**src/rtl/store_pkg.sv**
```systemverilog
// Shared types for the store aligner: request size codes, FSM states and the
// strobe helper used to place a store's bytes onto the memory lanes.
package store_pkg;

   typedef enum logic [1:0] {
      SZ_B = 2'b00,
      SZ_H = 2'b01,
      SZ_W = 2'b10,
      SZ_D = 2'b11
   } size_e;

   typedef enum logic [1:0] {
      IDLE  = 2'd0,
      SEND0 = 2'd1,
      SEND1 = 2'd2
   } state_e;

   // Strobe over two consecutive bus words (lanes 0..15); callers truncate to 2*B.
   function automatic logic [15:0] strb_calc(input size_e size, input logic [2:0] off);
      logic [15:0] w_len;
      case (size)
         SZ_B:    w_len = 16'h0001;
         SZ_H:    w_len = 16'h0003;
         SZ_W:    w_len = 16'h000F;
         default: w_len = 16'h00FF;
      endcase
      return w_len << off;
   endfunction

endpackage

```
**src/rtl/store_req_fifo.sv**
```systemverilog
// Small show-ahead FIFO holding packed store requests; the head entry is
// visible combinationally so the aligner can decide in the same cycle.
module store_req_fifo #(
   parameter int WIDTH = 66,
   parameter int DEPTH = 2
) (
   input  logic             i_clk,
   input  logic             i_rst_n,
   input  logic             i_push,
   input  logic [WIDTH-1:0] i_data,
   input  logic             i_pop,
   output logic [WIDTH-1:0] o_data,
   output logic             o_full,
   output logic             o_empty
);

   localparam int AW = $clog2(DEPTH);

   logic [WIDTH-1:0] r_mem [DEPTH];
   logic [AW-1:0]    r_wptr;
   logic [AW-1:0]    r_rptr;
   logic [AW:0]      r_count;
   logic             w_push;
   logic             w_pop;

   // A full queue refuses a write even when the head leaves in the same cycle.
   assign w_push  = i_push & ~o_full;
   assign w_pop   = i_pop & ~o_empty;
   assign o_full  = (r_count == (AW+1)'(DEPTH));
   assign o_empty = (r_count == '0);
   assign o_data  = r_mem[r_rptr];

   always_ff @(posedge i_clk) begin
      if (w_push) begin
         r_mem[r_wptr] <= i_data;
      end
   end

   always_ff @(posedge i_clk or negedge i_rst_n) begin
      if (!i_rst_n) begin
         r_wptr  <= '0;
         r_rptr  <= '0;
         r_count <= '0;
      end else begin
         if (w_push) begin
            r_wptr <= r_wptr + 1'b1;
         end
         if (w_pop) begin
            r_rptr <= r_rptr + 1'b1;
         end
         r_count <= r_count + (AW+1)'(w_push) - (AW+1)'(w_pop);
      end
   end

endmodule

```
**src/rtl/store_align_unit.sv**
```systemverilog
// Queued store datapath: positions LSU store data/strobes on the memory bus,
// splitting bus-word-crossing stores into two beats on a valid/ready channel.
module store_align_unit
   import store_pkg::*;
#(
   parameter int DATA_W         = 32,
   parameter int ADDR_W         = 32,
   parameter int DEPTH          = 2,
   parameter int ALLOW_MISALIGN = 1
) (
   input  logic                i_clk,
   input  logic                i_rst_n,
   input  logic                i_req_valid,
   output logic                o_req_ready,
   input  logic [ADDR_W-1:0]   i_req_addr,
   input  logic [DATA_W-1:0]   i_req_data,
   input  logic [1:0]          i_req_size,
   output logic                o_mem_valid,
   input  logic                i_mem_ready,
   output logic [ADDR_W-1:0]   o_mem_addr,
   output logic [DATA_W-1:0]   o_mem_wdata,
   output logic [DATA_W/8-1:0] o_mem_strb,
   output logic                o_misalign_err,
   output logic                o_busy
);

   localparam int B      = DATA_W / 8;
   localparam int LOG_B  = $clog2(B);
   localparam int FIFO_W = ADDR_W + DATA_W + 2;

   logic              w_full;
   logic              w_empty;
   logic              w_push;
   logic              w_pop;
   logic [FIFO_W-1:0] w_fifo_in;
   logic [FIFO_W-1:0] w_head;

   logic [ADDR_W-1:0]   w_h_addr;
   logic [DATA_W-1:0]   w_h_data;
   size_e               w_h_size;
   logic [LOG_B-1:0]    w_off;
   logic                w_mis;
   logic                w_illegal;
   logic [B-1:0]        w_len_strb;
   logic [DATA_W-1:0]   w_byte_mask;
   logic [2*B-1:0]      w_strb_wide;
   logic [2*DATA_W-1:0] w_wide;
   logic                w_split;
   logic [ADDR_W-1:0]   w_base0;
   logic [ADDR_W-1:0]   w_base1;

   state_e            r_state;
   logic              r_mem_valid;
   logic [ADDR_W-1:0] r_mem_addr;
   logic [DATA_W-1:0] r_mem_wdata;
   logic [B-1:0]      r_mem_strb;
   logic [ADDR_W-1:0] r_b1_addr;
   logic [DATA_W-1:0] r_b1_wdata;
   logic [B-1:0]      r_b1_strb;
   logic              r_split;
   logic              r_err;

   // Ready is masked by reset so every output reads 0 while reset is held.
   assign o_req_ready = i_rst_n & ~w_full;
   assign w_push      = i_req_valid & o_req_ready;
   assign w_fifo_in   = {i_req_addr, i_req_data, i_req_size};
   assign w_pop       = (r_state == IDLE) & ~w_empty;

   store_req_fifo #(
      .WIDTH (FIFO_W),
      .DEPTH (DEPTH)
   ) u_fifo (
      .i_clk   (i_clk),
      .i_rst_n (i_rst_n),
      .i_push  (w_push),
      .i_data  (w_fifo_in),
      .i_pop   (w_pop),
      .o_data  (w_head),
      .o_full  (w_full),
      .o_empty (w_empty)
   );

   assign w_h_addr = w_head[FIFO_W-1 -: ADDR_W];
   assign w_h_data = w_head[DATA_W+1:2];
   assign w_h_size = size_e'(w_head[1:0]);
   assign w_off    = w_h_addr[LOG_B-1:0];

   always_comb begin
      w_mis = 1'b0;
      case (w_h_size)
         SZ_B:    w_mis = 1'b0;
         SZ_H:    w_mis = w_h_addr[0];
         SZ_W:    w_mis = |w_h_addr[1:0];
         default: w_mis = |w_h_addr[2:0];
      endcase
   end

   assign w_illegal = ((w_h_size == SZ_D) && (DATA_W == 32)) ||
                      ((ALLOW_MISALIGN == 0) && w_mis);

   assign w_len_strb = B'(strb_calc(w_h_size, 3'd0));

   generate
      for (genvar gi = 0; gi < B; gi++) begin : g_mask
         assign w_byte_mask[8*gi +: 8] = {8{w_len_strb[gi]}};
      end
   endgenerate

   // Data is positioned across two bus words; the upper word is beat1.
   assign w_strb_wide = (2*B)'(strb_calc(w_h_size, 3'(w_off)));
   assign w_wide      = {{DATA_W{1'b0}}, w_h_data & w_byte_mask} << {w_off, 3'b000};
   assign w_split     = |w_strb_wide[2*B-1:B];
   assign w_base0     = {w_h_addr[ADDR_W-1:LOG_B], {LOG_B{1'b0}}};
   assign w_base1     = w_base0 + ADDR_W'(B);

   always_ff @(posedge i_clk or negedge i_rst_n) begin
      if (!i_rst_n) begin
         r_state     <= IDLE;
         r_mem_valid <= 1'b0;
         r_mem_addr  <= '0;
         r_mem_wdata <= '0;
         r_mem_strb  <= '0;
         r_b1_addr   <= '0;
         r_b1_wdata  <= '0;
         r_b1_strb   <= '0;
         r_split     <= 1'b0;
         r_err       <= 1'b0;
      end else begin
         r_err <= 1'b0;
         case (r_state)
            IDLE: begin
               if (!w_empty) begin
                  if (w_illegal) begin
                     r_err <= 1'b1;
                  end else begin
                     r_mem_valid <= 1'b1;
                     r_mem_addr  <= w_base0;
                     r_mem_wdata <= w_wide[DATA_W-1:0];
                     r_mem_strb  <= w_strb_wide[B-1:0];
                     r_b1_addr   <= w_base1;
                     r_b1_wdata  <= w_wide[2*DATA_W-1:DATA_W];
                     r_b1_strb   <= w_strb_wide[2*B-1:B];
                     r_split     <= w_split;
                     r_state     <= SEND0;
                  end
               end
            end
            SEND0: begin
               if (i_mem_ready) begin
                  if (r_split) begin
                     r_mem_addr  <= r_b1_addr;
                     r_mem_wdata <= r_b1_wdata;
                     r_mem_strb  <= r_b1_strb;
                     r_state     <= SEND1;
                  end else begin
                     r_mem_valid <= 1'b0;
                     r_mem_addr  <= '0;
                     r_mem_wdata <= '0;
                     r_mem_strb  <= '0;
                     r_state     <= IDLE;
                  end
               end
            end
            SEND1: begin
               if (i_mem_ready) begin
                  r_mem_valid <= 1'b0;
                  r_mem_addr  <= '0;
                  r_mem_wdata <= '0;
                  r_mem_strb  <= '0;
                  r_state     <= IDLE;
               end
            end
            default: begin
               r_mem_valid <= 1'b0;
               r_state     <= IDLE;
            end
         endcase
      end
   end

   assign o_mem_valid    = r_mem_valid;
   assign o_mem_addr     = r_mem_addr;
   assign o_mem_wdata    = r_mem_wdata;
   assign o_mem_strb     = r_mem_strb;
   assign o_misalign_err = r_err;
   assign o_busy         = ~w_empty | (r_state != IDLE);

endmodule

```
**config.mk**
```make
export PLATFORM = sky130hd
export DESIGN_NAME = store_align_unit
export DESIGN_NICKNAME = d
export VERILOG_FILES = /design/src/rtl/store_pkg.sv /design/src/rtl/store_req_fifo.sv /design/src/rtl/store_align_unit.sv
export SDC_FILE = /design/constraint.sdc
export NUM_CORES = 1
export LEC_CHECK = 0
export BUFFER_PORTS_ARGS = -buffer_cell sky130_fd_sc_hd__buf_2
export CAP_MARGIN = 20
export CORE_UTILIZATION = 50
export DETAILED_ROUTE_END_ITERATION = 10
export HOLD_SLACK_MARGIN = 0.08
export PLACE_DENSITY = 0.74
export SLEW_MARGIN = 30
export SYNTH_ARGS = -nofsm -noshare
export SYNTH_HDL_FRONTEND = slang
export SYNTH_SLANG_ARGS = --single-unit
```
**constraint.sdc**
```tcl
create_clock -name i_clk -period 4.3 [get_ports i_clk]
set_input_delay 1.075 -clock i_clk [delete_from_list [all_inputs] [get_ports i_clk]]
set_output_delay 1.075 -clock i_clk [all_outputs]
set_load 0.03 [all_outputs]
```
==> metrics.cfg, run 1 <==
[run_status]
status = completed

[floorplanning]
rows = 55
dieArea_um2 = 23800
coreArea_um2 = 22700
boundaryPins = 142
die_x_um = 154
die_h_um = 154
initial_core_util_pct = 51.0

[global_routing]
grt_overflow_total = 0
grt_pass1_vias = 7589
grtUsageTotal_pct = 22.4
grt_pass1_wl_um = 41500
grt_max_degree = 83
antenna_found_initial = 2

[synth]
synthCells = 985
synth_edf_count = 132
yosysTopAreaCell = edfxtp_1
synth-main-ff-cell = dfrtp_1
synth_warnings = 0
synthArstFlopShare_pct = 50.2
yosysSeqAreaShare_pct = 62.9
synth_area_leaders = edfxtp_1 (34%), dfrtp_1 (29%), a21oi_1 (5.0%)
synth.avg_cell_area_um2 = 11.8
synth_top_area_share_pct = 34.2
synth_common_cells = dfrtp_1 (133), edfxtp_1 (132), a21oi_1 (115)
ys_ff_latch = 265
synthDistinctLibCells = 62
syn_area_um2 = 11600
synth.most_common_cell = dfrtp_1

[timing]
slew_headroom_pct = 35.3
finClkSkew_ns = 0.00994
timing.final.crit_share_pct = 78.2
fin_ws_ns = 0.938
rsz0062_at_grt = no
drv_slew = 0
max_freq_ghz = 0.297
fin_tns_setup_ns = 0
worst_pin_slew_ns = 0.970
fin_crit_ns = 3.36
setup_viol = 0
hold_violations = 0

[clocking]
cts_root_buffer = clkbuf_16
cts-resized-gates = 0
clk_latency_ns = 0.53
cts_tree = yes
htreeDepth = 1
clock-sinks = 265
cts_setup_buffers = 0
cts_buffers = 27
cts_hold_buf = 0
clockBufferDepth = 3
clk_pin_slew_worst_paths_ns = 0.06

[worst_setup_path]
critical-path-top-delay-family = compound AO/OA/AOI/OAI gates
critPathCapture = r_b1_addr[30]
cp-end-kind = register
critPathMaxFanout = 71
cp_slowest_cell = dfrtp_4
path_cells = mux2_2 > ha_1 > nand4_1 > a21oi_2 > nand4_1 > o311a_1 > a221o_1
cp.arrival_ns = 3.78
crit_top_cell = nand4_1
worstSetupStartpoint = u_fifo.r_rptr
r2r_end = r_b1_addr[30]
ff2ff_setup_slack_ns = 0.94
cp_slowest_stage_delay_ns = 0.99
path_depth = 7
worst_setup_path_start_kind = register
required_ns = 4.71
r2r-start = u_fifo.r_rptr
worst-path-buf-inv = 0
worstSetupPathType = reg2reg
reg2reg_depth = 7

[pwr]
peakVddDrop_mv = 0.648
finalPower_mw = 10.8
p_leak_nw = 5.56
power_density_nw_per_um2 = 803

[placed_design]
place.gp.congestion = 0.860
placement.io_buffers = 139
hpwl_um = 18400
dpl_worst_slack_ns = 1.04

[finish]
area_growth_pct = 16.0
drive_gt1_share_pct = 21.3
utilization_pct = 59.2
n_fill_cell = 1831
nets = 1190
seqCellArea_um2 = 7300
multi_input_area_um2 = 4030

[route]
vias = 8234
drtPass1Iterations = 6
wl_per_cell_um = 18.7
drtIter0Drc = 744
route.detailed.drc = 0
viasPerCell = 5.80
drtAntennaViolNets = 0
drt_wl_total_um = 26600

[flow_run]
drv_cap = 0

[hold_path]
hold_class = in2async

==> state kept, by name, indices dropped and copies added (netlist names) <==
signal / flops
u_fifo.r_mem: 132
o_mem_wdata: 32
o_mem_addr: 30
r_b1_addr: 30
r_b1_wdata: 24
o_mem_strb: 4
r_b1_strb: 4
r_state: 2
u_fifo.r_count: 2
o_mem_valid: 1
o_misalign_err: 1
r_split: 1
u_fifo.r_rptr: 1
u_fifo.r_wptr: 1
==> layout make-up <==
cell class,instances,share of cell area (%)
sequential,265,54.3
clock inverter,14,0.782
timing repair buffer,158,6.28
inverter,8,0.223
clock buffer,35,5.79
antenna,1,0.0186
tap,285,2.65
multi-input combinational,653,30.0
==> cells by family after synthesis <==
| kind of cell | Yosys count | synth area share, % |
|---|---|---|
| adder cells (fa/ha/maj) | 7 | 0.756 |
| other | 1 | 0.0324 |
| buffers and inverters | 68 | 2.61 |
| XOR/XNOR | 21 | 1.59 |
| AND/OR/NAND/NOR | 282 | 11.5 |
| flip-flops | 265 | 62.9 |
| multiplexers | 68 | 6.11 |
| AO/OA/AOI/OAI | 273 | 14.5 |
==> per-layer routing <==
metal  GRT usage [%]  routed length [um]
met5               0                  13
met4            4.76                 415
met3            4.76                2260
met2            31.8               11200
met1            35.2               12600
==> through the flow <==
stage / cells / area, um2 / hold slack (ns)
6_report: 1419 / 13400 / 0.445
5_1_grt: 1419 / 13400 / 0.457
4_1_cts: 1418 / 13400 / 0.440
3_5_place_dp: 1369 / 12600 / 0.465
3_3_place_gp: 1369 / 12600 / 0.460
2_1_floorplan: 986 / 11600 / 0.447
==> cell usage in the layout, fill, tap and decap left out, drive strengths merged, types with 6 or more instances in the layout <==
cell / instances
buf: 158
dfrtp: 133
edfxtp: 132
a21oi: 116
nor2: 103
nand2: 81
o21ai: 62
mux2i: 46
clkbuf: 35
mux2: 22
a22oi: 21
xnor2: 18
nor4: 16
nand4: 15
a22o: 14
nor3: 14
nand3: 13
and2: 10
inv: 10
a222oi: 9
a21o: 9
nand4b: 7
ha: 7
clkinv: 7
o21a: 6
o31ai: 6
==> power by group <==
part | switching, mW | internal, mW
registers | 0.489 | 3.47
logic | 3.02 | 1.52
clock network | 0.961 | 1.34
total | 4.47 | 6.33
==> how the worst min path moves through the flow <==
stage / slack, ns / startpoint / to / depth (start not counted)
final: 0.45 / i_rst_n / o_mem_addr[15] / 1
after global routing: 0.46 / i_rst_n / r_b1_addr[10] / 1
after CTS: 0.44 / i_rst_n / r_b1_addr[10] / 1
after detailed placement: 0.47 / r_b1_strb[2] / r_b1_strb[2] / 2
after global placement: 0.46 / r_b1_addr[29] / r_b1_addr[29] / 2
after floorplan: 0.45 / r_b1_addr[3] / r_b1_addr[3] / 2
Note: power is estimated with default switching activity, not from simulation.
==> run 2: changes to the inputs <==
Settings changed: PLACE_DENSITY 0.74 to 0.77.
Clock period 4.3 ns to 3 ns, I/O delays scaled along.
==> run 2 against run 1 <==
Largest cell class unchanged. Flip-flop and latch count unchanged. Combinational power up 51%. Register-to-register slack got worse by 0.69 ns. Global-route usage grew 0.93 points.
==> metrics.cfg, run 2 (synthesis gave the netlist of run 1 again) <==
[run_status]
status = completed

[worst_setup_path]
cp_slowest_stage_delay_ns = 0.57
path_cells = buf_12 > buf_4 > mux2i_1 > o22ai_1 > a211oi_4 > buf_12 > nor2_1 > a21oi_1
ff2ff_setup_slack_ns = 0.25
worst_setup_path_start_kind = register
cp_slowest_cell = dfrtp_4
cp-end-kind = register
critPathMaxFanout = 116
crit_top_cell = buf_12
worstSetupPathType = reg2reg
cp.arrival_ns = 3.20
required_ns = 3.45

[route]
drt_wl_total_um = 27700
drtIter0Drc = 1050
vias = 8462
wl_per_cell_um = 19.3
route.detailed.drc = 0
drtPass1Iterations = 5
viasPerCell = 5.91
drtAntennaViolNets = 0

[finish]
nets = 1201
area_growth_pct = 17.7
drive_gt1_share_pct = 21.9
final_common_cell = buf_2
largest_reg_flops = 132
n_fill_cell = 1839
layout_common_cells = buf_2 (138), dfrtp_1 (132), edfxtp_1 (132), a21oi_1 (115), nor2_1 (102)
top_register = u_fifo.r_mem

[clocking]
htreeDepth = 1
cts_buffers = 28
clockBufferDepth = 3
cts_setup_buffers = 0
clock-sinks = 265
cts_root_buffer = clkbuf_16
cts_hold_buf = 0
clk_pin_slew_worst_paths_ns = 0.06
cts-resized-gates = 0
clk_latency_ns = 0.53
cts_tree = yes

[timing]
rsz0062_at_grt = no
fin_tns_setup_ns = 0
timing.hold.ws_ns = 0.353
max_freq_ghz = 0.363
setup_viol = 0
slew_headroom_pct = 50.4
fin_crit_ns = 2.75
drv_slew = 0
hold_violations = 0
finClkSkew_ns = 0.0125
timing.final.crit_share_pct = 91.8
worst_pin_slew_ns = 0.744

[floorplanning]
dieArea_um2 = 23800
boundaryPins = 142
coreArea_um2 = 22700
initial_core_util_pct = 51.0
die_x_um = 154
die_h_um = 154
rows = 55

[global_routing]
met1_usage_pct = 36.7
grtUsageTotal_pct = 23.3
busiest_layer = met1
grt_max_degree = 134
antenna_found_initial = 5
grt_util_met2_pct = 33.4
grt_pass1_wl_um = 43300
grt_use_met3_pct = 4.34
grt_overflow_total = 0
grt_pass1_vias = 7856

[placed_design]
placement.io_buffers = 139
place.gp.congestion = 0.871
hpwl_um = 19100

[flow_run]
drv_cap = 0

[hold_path]
hold_class = in2async

[pwr]
peakVddDrop_mv = 0.877
p_leak_nw = 5.66
power_density_nw_per_um2 = 1160

## run 2: area by class of cell
class                           count  area [um2]  share of cell area (%)
Sequential cell                   265        7300                    53.5
Inverter                            8        30.0                   0.220
Timing Repair Buffer              168         991                    7.27
Clock inverter                      9        67.6                   0.495
Clock buffer                       43         857                    6.28
Antenna cell                        1        2.50                  0.0184
Tap cell                          285         357                    2.61
Multi-Input combinational cell    653        4040                    29.6
## run 2: report_power, final
| group | internal (mW) | leakage (nW) | switching [mW] |
|---|---|---|---|
| Sequential | 4.97 | 2.88 | 0.607 |
| Combinational | 2.31 | 2.33 | 4.53 |
| Clock | 2.04 | 0.461 | 1.35 |
| Total | 9.32 | 5.66 | 6.49 |
## run 2: worst max-delay path, delay by kind of cell (launching register included)
family                 cells  cell delay (ns)
AO/OA/AOI/OAI              3             0.69
buffers and inverters      3             0.92
flip-flops                 1             0.57
multiplexers               1             0.33
AND/OR/NAND/NOR            1             0.09
## run 2: routing by layer
layer	vias up	part of all wire (%)
met5	-	0.14
met2	405	43
li1	3932	-
met1	4073	46
met3	46	8.9
met4	6	1.9
## run 2: worst paths after layout
check | from | end | cells past startpoint
worst min-delay path | i_rst_n | o_mem_addr[18] | 2
worst max-delay path | u_fifo.r_rptr | o_mem_addr[4] | 8
max in group asynchronous | i_rst_n | o_mem_wdata[11] | 2
min in group i_clk | i_req_data[13] | u_fifo.r_mem[1][15] | 1
worst max register to register | u_fifo.r_rptr | o_mem_addr[4] | 8
worst min register to register | r_b1_addr[3] | r_b1_addr[3] | 2
## run 2: stage by stage
stage	cells	util [%]	setup WS [ns]	power [mW]	cell area [um2]
after floorplan	986	-	0.0683	10.4	11600
after global placement	1379	55.9	0.320	12.2	12700
after detailed placement	1379	56.0	0.282	12.4	12700
after CTS	1431	60.0	0.261	15.8	13600
after global routing	1431	60.0	0.0537	16.8	13600
final	1432	60.0	0.246	15.8	13600
==> run 3: changes to the inputs <==
Clock period 3 ns to 2.3 ns, I/O delays scaled along.
==> run 3 against run 2 <==
The run now ends with negative setup slack left. Sequential share of layout area decreased by 2.1 points. Fmax increased by 17%. Design area increased by 4.2%. Critical path type unchanged. Non-clock buffer count increased by 51. Register-to-register slack got worse by 0.31 ns. Clock power increased by 27%. Setup slack got worse by 0.31 ns. Total power increased by 37%. Routed wire length increased by 3.1%. Flip-flop and latch count unchanged.
==> metrics.cfg, run 3 (synthesis gave the netlist of run 1 again) <==
[floorplanning]
coreArea_um2 = 22700
rows = 55
die_h_um = 154
dieArea_um2 = 23800
boundaryPins = 142
die_x_um = 154
initial_core_util_pct = 51.0

[pwr]
p_switching_mw = 8.80
finalPower_mw = 21.6
power_frac_seq_pct = 33.5
p_int_mw = 12.8
power.share.switching_pct = 40.7
clkPwrFrac_pct = 20.0
combPwrFrac_pct = 46.5
p_leak_nw = 5.97
peakVddDrop_mv = 0.761
power_density_nw_per_um2 = 1520

[finish]
diodes = 0
drive_gt1_share_pct = 26.9
multi_input_area_um2 = 4160
final_common_cell = buf_2
layout_common_cells = buf_2 (138), dfrtp_1 (132), edfxtp_1 (132), a21oi_1 (114), nor2_1 (102)
final_cell_area_um2 = 14200
area_growth_pct = 22.6
top_register = u_fifo.r_mem
utilization_pct = 62.6
n_fill_cell = 1740
nets = 1251
largest_reg_flops = 132
seqCellArea_um2 = 7300

[route]
drtAntennaViolNets = 0
drtPass1Iterations = 6
drtIter0Drc = 888
viasPerCell = 5.91
wl_per_cell_um = 19.3
vias = 8743
drt_wl_total_um = 28500
route.detailed.drc = 0

[timing]
fin_tns_setup_ns = -0.160
worst_pin_slew_ns = 0.727
drv_slew = 0
slew_headroom_pct = 51.6
timing.final.crit_share_pct = 103
setup_viol = 5
finClkSkew_ns = 0.0136
max_freq_ghz = 0.424
rsz0062_at_grt = yes
fin_crit_ns = 2.36
fin_ws_ns = -0.0603
hold_violations = 0

[clocking]
cts_root_buffer = clkbuf_16
clockBufferDepth = 3
clock-sinks = 265
cts_hold_buf = 0
cts_buffers = 27
clk_latency_ns = 0.53
clk_pin_slew_worst_paths_ns = 0.06
htreeDepth = 1
cts_tree = yes

[placed_design]
place_area_um2 = 13100
place.gp.congestion = 0.907
dpl_worst_slack_ns = -0.0670
placement.io_buffers = 139
hpwl_um = 19800

[worst_setup_path]
worst_setup_path_start_kind = register
critPathMaxFanout = 26
required_ns = 2.71
cp-end-kind = register
cp.arrival_ns = 2.77
worstSetupPathType = reg2reg

[global_routing]
grt_max_degree = 134
grt_pass1_vias = 8088
grtUsageTotal_pct = 24.0
grt_overflow_total = 0
antenna_found_initial = 3
grt_pass1_wl_um = 44500

[hold_path]
hold_class = in2async

[run_status]
status = finished with violations
violations = negative setup slack

[flow_run]
drv_cap = 0

==> run 3: cell types whose count changed in the layout (fill, tap and decap cells not counted), sizes merged <==
cell      previous run  this run
buf                168       218
clkbuf              43        41
clkinv               7         6
clkinvlp             0         1
diode                1         0
==> run 3: path summary, 6_finish.rpt <==
check,start,to,slack [ns],depth (start not counted)
hold reg to reg,r_b1_addr[29],r_b1_addr[29],0.48,2
setup / recovery,u_fifo.r_rptr,r_b1_addr[30],-0.06,7
setup reg to reg,u_fifo.r_rptr,r_b1_addr[30],-0.06,7
max in group asynchronous,i_rst_n,r_b1_wdata[11],1.55,2
hold / removal,i_rst_n,o_mem_addr[27],0.20,2
min in group i_clk,i_req_addr[11],u_fifo.r_mem[1][45],0.23,1
==> run 3: worst max-delay path: stages, from the launching register on <==
cell and delay, ns:
dfrtp_4 0.52, buf_6 0.16, buf_12 0.16, nand4b_1 0.21
a211o_1 0.29, or2_2 0.29, o311a_1 0.35, a221o_1 0.26
==> run 3: routing by layer <==
layer  global-route usage [%]  vias to the layer above  wire length [um]
met5                        0                        -                27
met4                     6.88                        4               769
met2                     34.7                      386             12300
li1                         -                     4034                 -
met1                     36.5                     4262             13000
met3                     4.96                       57              2470
==> run 3: power by group through the flow <==
stage	Combinational, mW	Sequential (mW)	Clock, mW
after global placement	9.27	7.30	0
final	10.0	7.25	4.32
after detailed placement	9.51	7.35	0
after floorplan	5.41	8.25	0
after CTS	9.60	7.27	4.36
after global routing	10.9	7.39	4.55
==> run 3: layout make-up <==
cell class                 instances  share of cell area (%)
clock buffer                      40                    5.68
clock inverter                     9                   0.573
inverter                           8                   0.211
multi-input combinational        653                    29.3
sequential                       265                    51.4
tap                              285                    2.51
timing repair buffer             219                    10.4
==> run 3: repair_timing <==
item	4_1_cts	5_1_grt
cloned	0	1
resized for setup	4	20
endpoints found under the setup margin	6	42
pin swaps	1	13
setup buffers	0	13
==> run 3: per-stage QoR <==
stage	instances	hold slack [ns]
after global routing	1479	0.225
after CTS	1465	0.220
after detailed placement	1416	0.468
final	1479	0.196
after floorplan	986	0.279
after global placement	1416	0.460
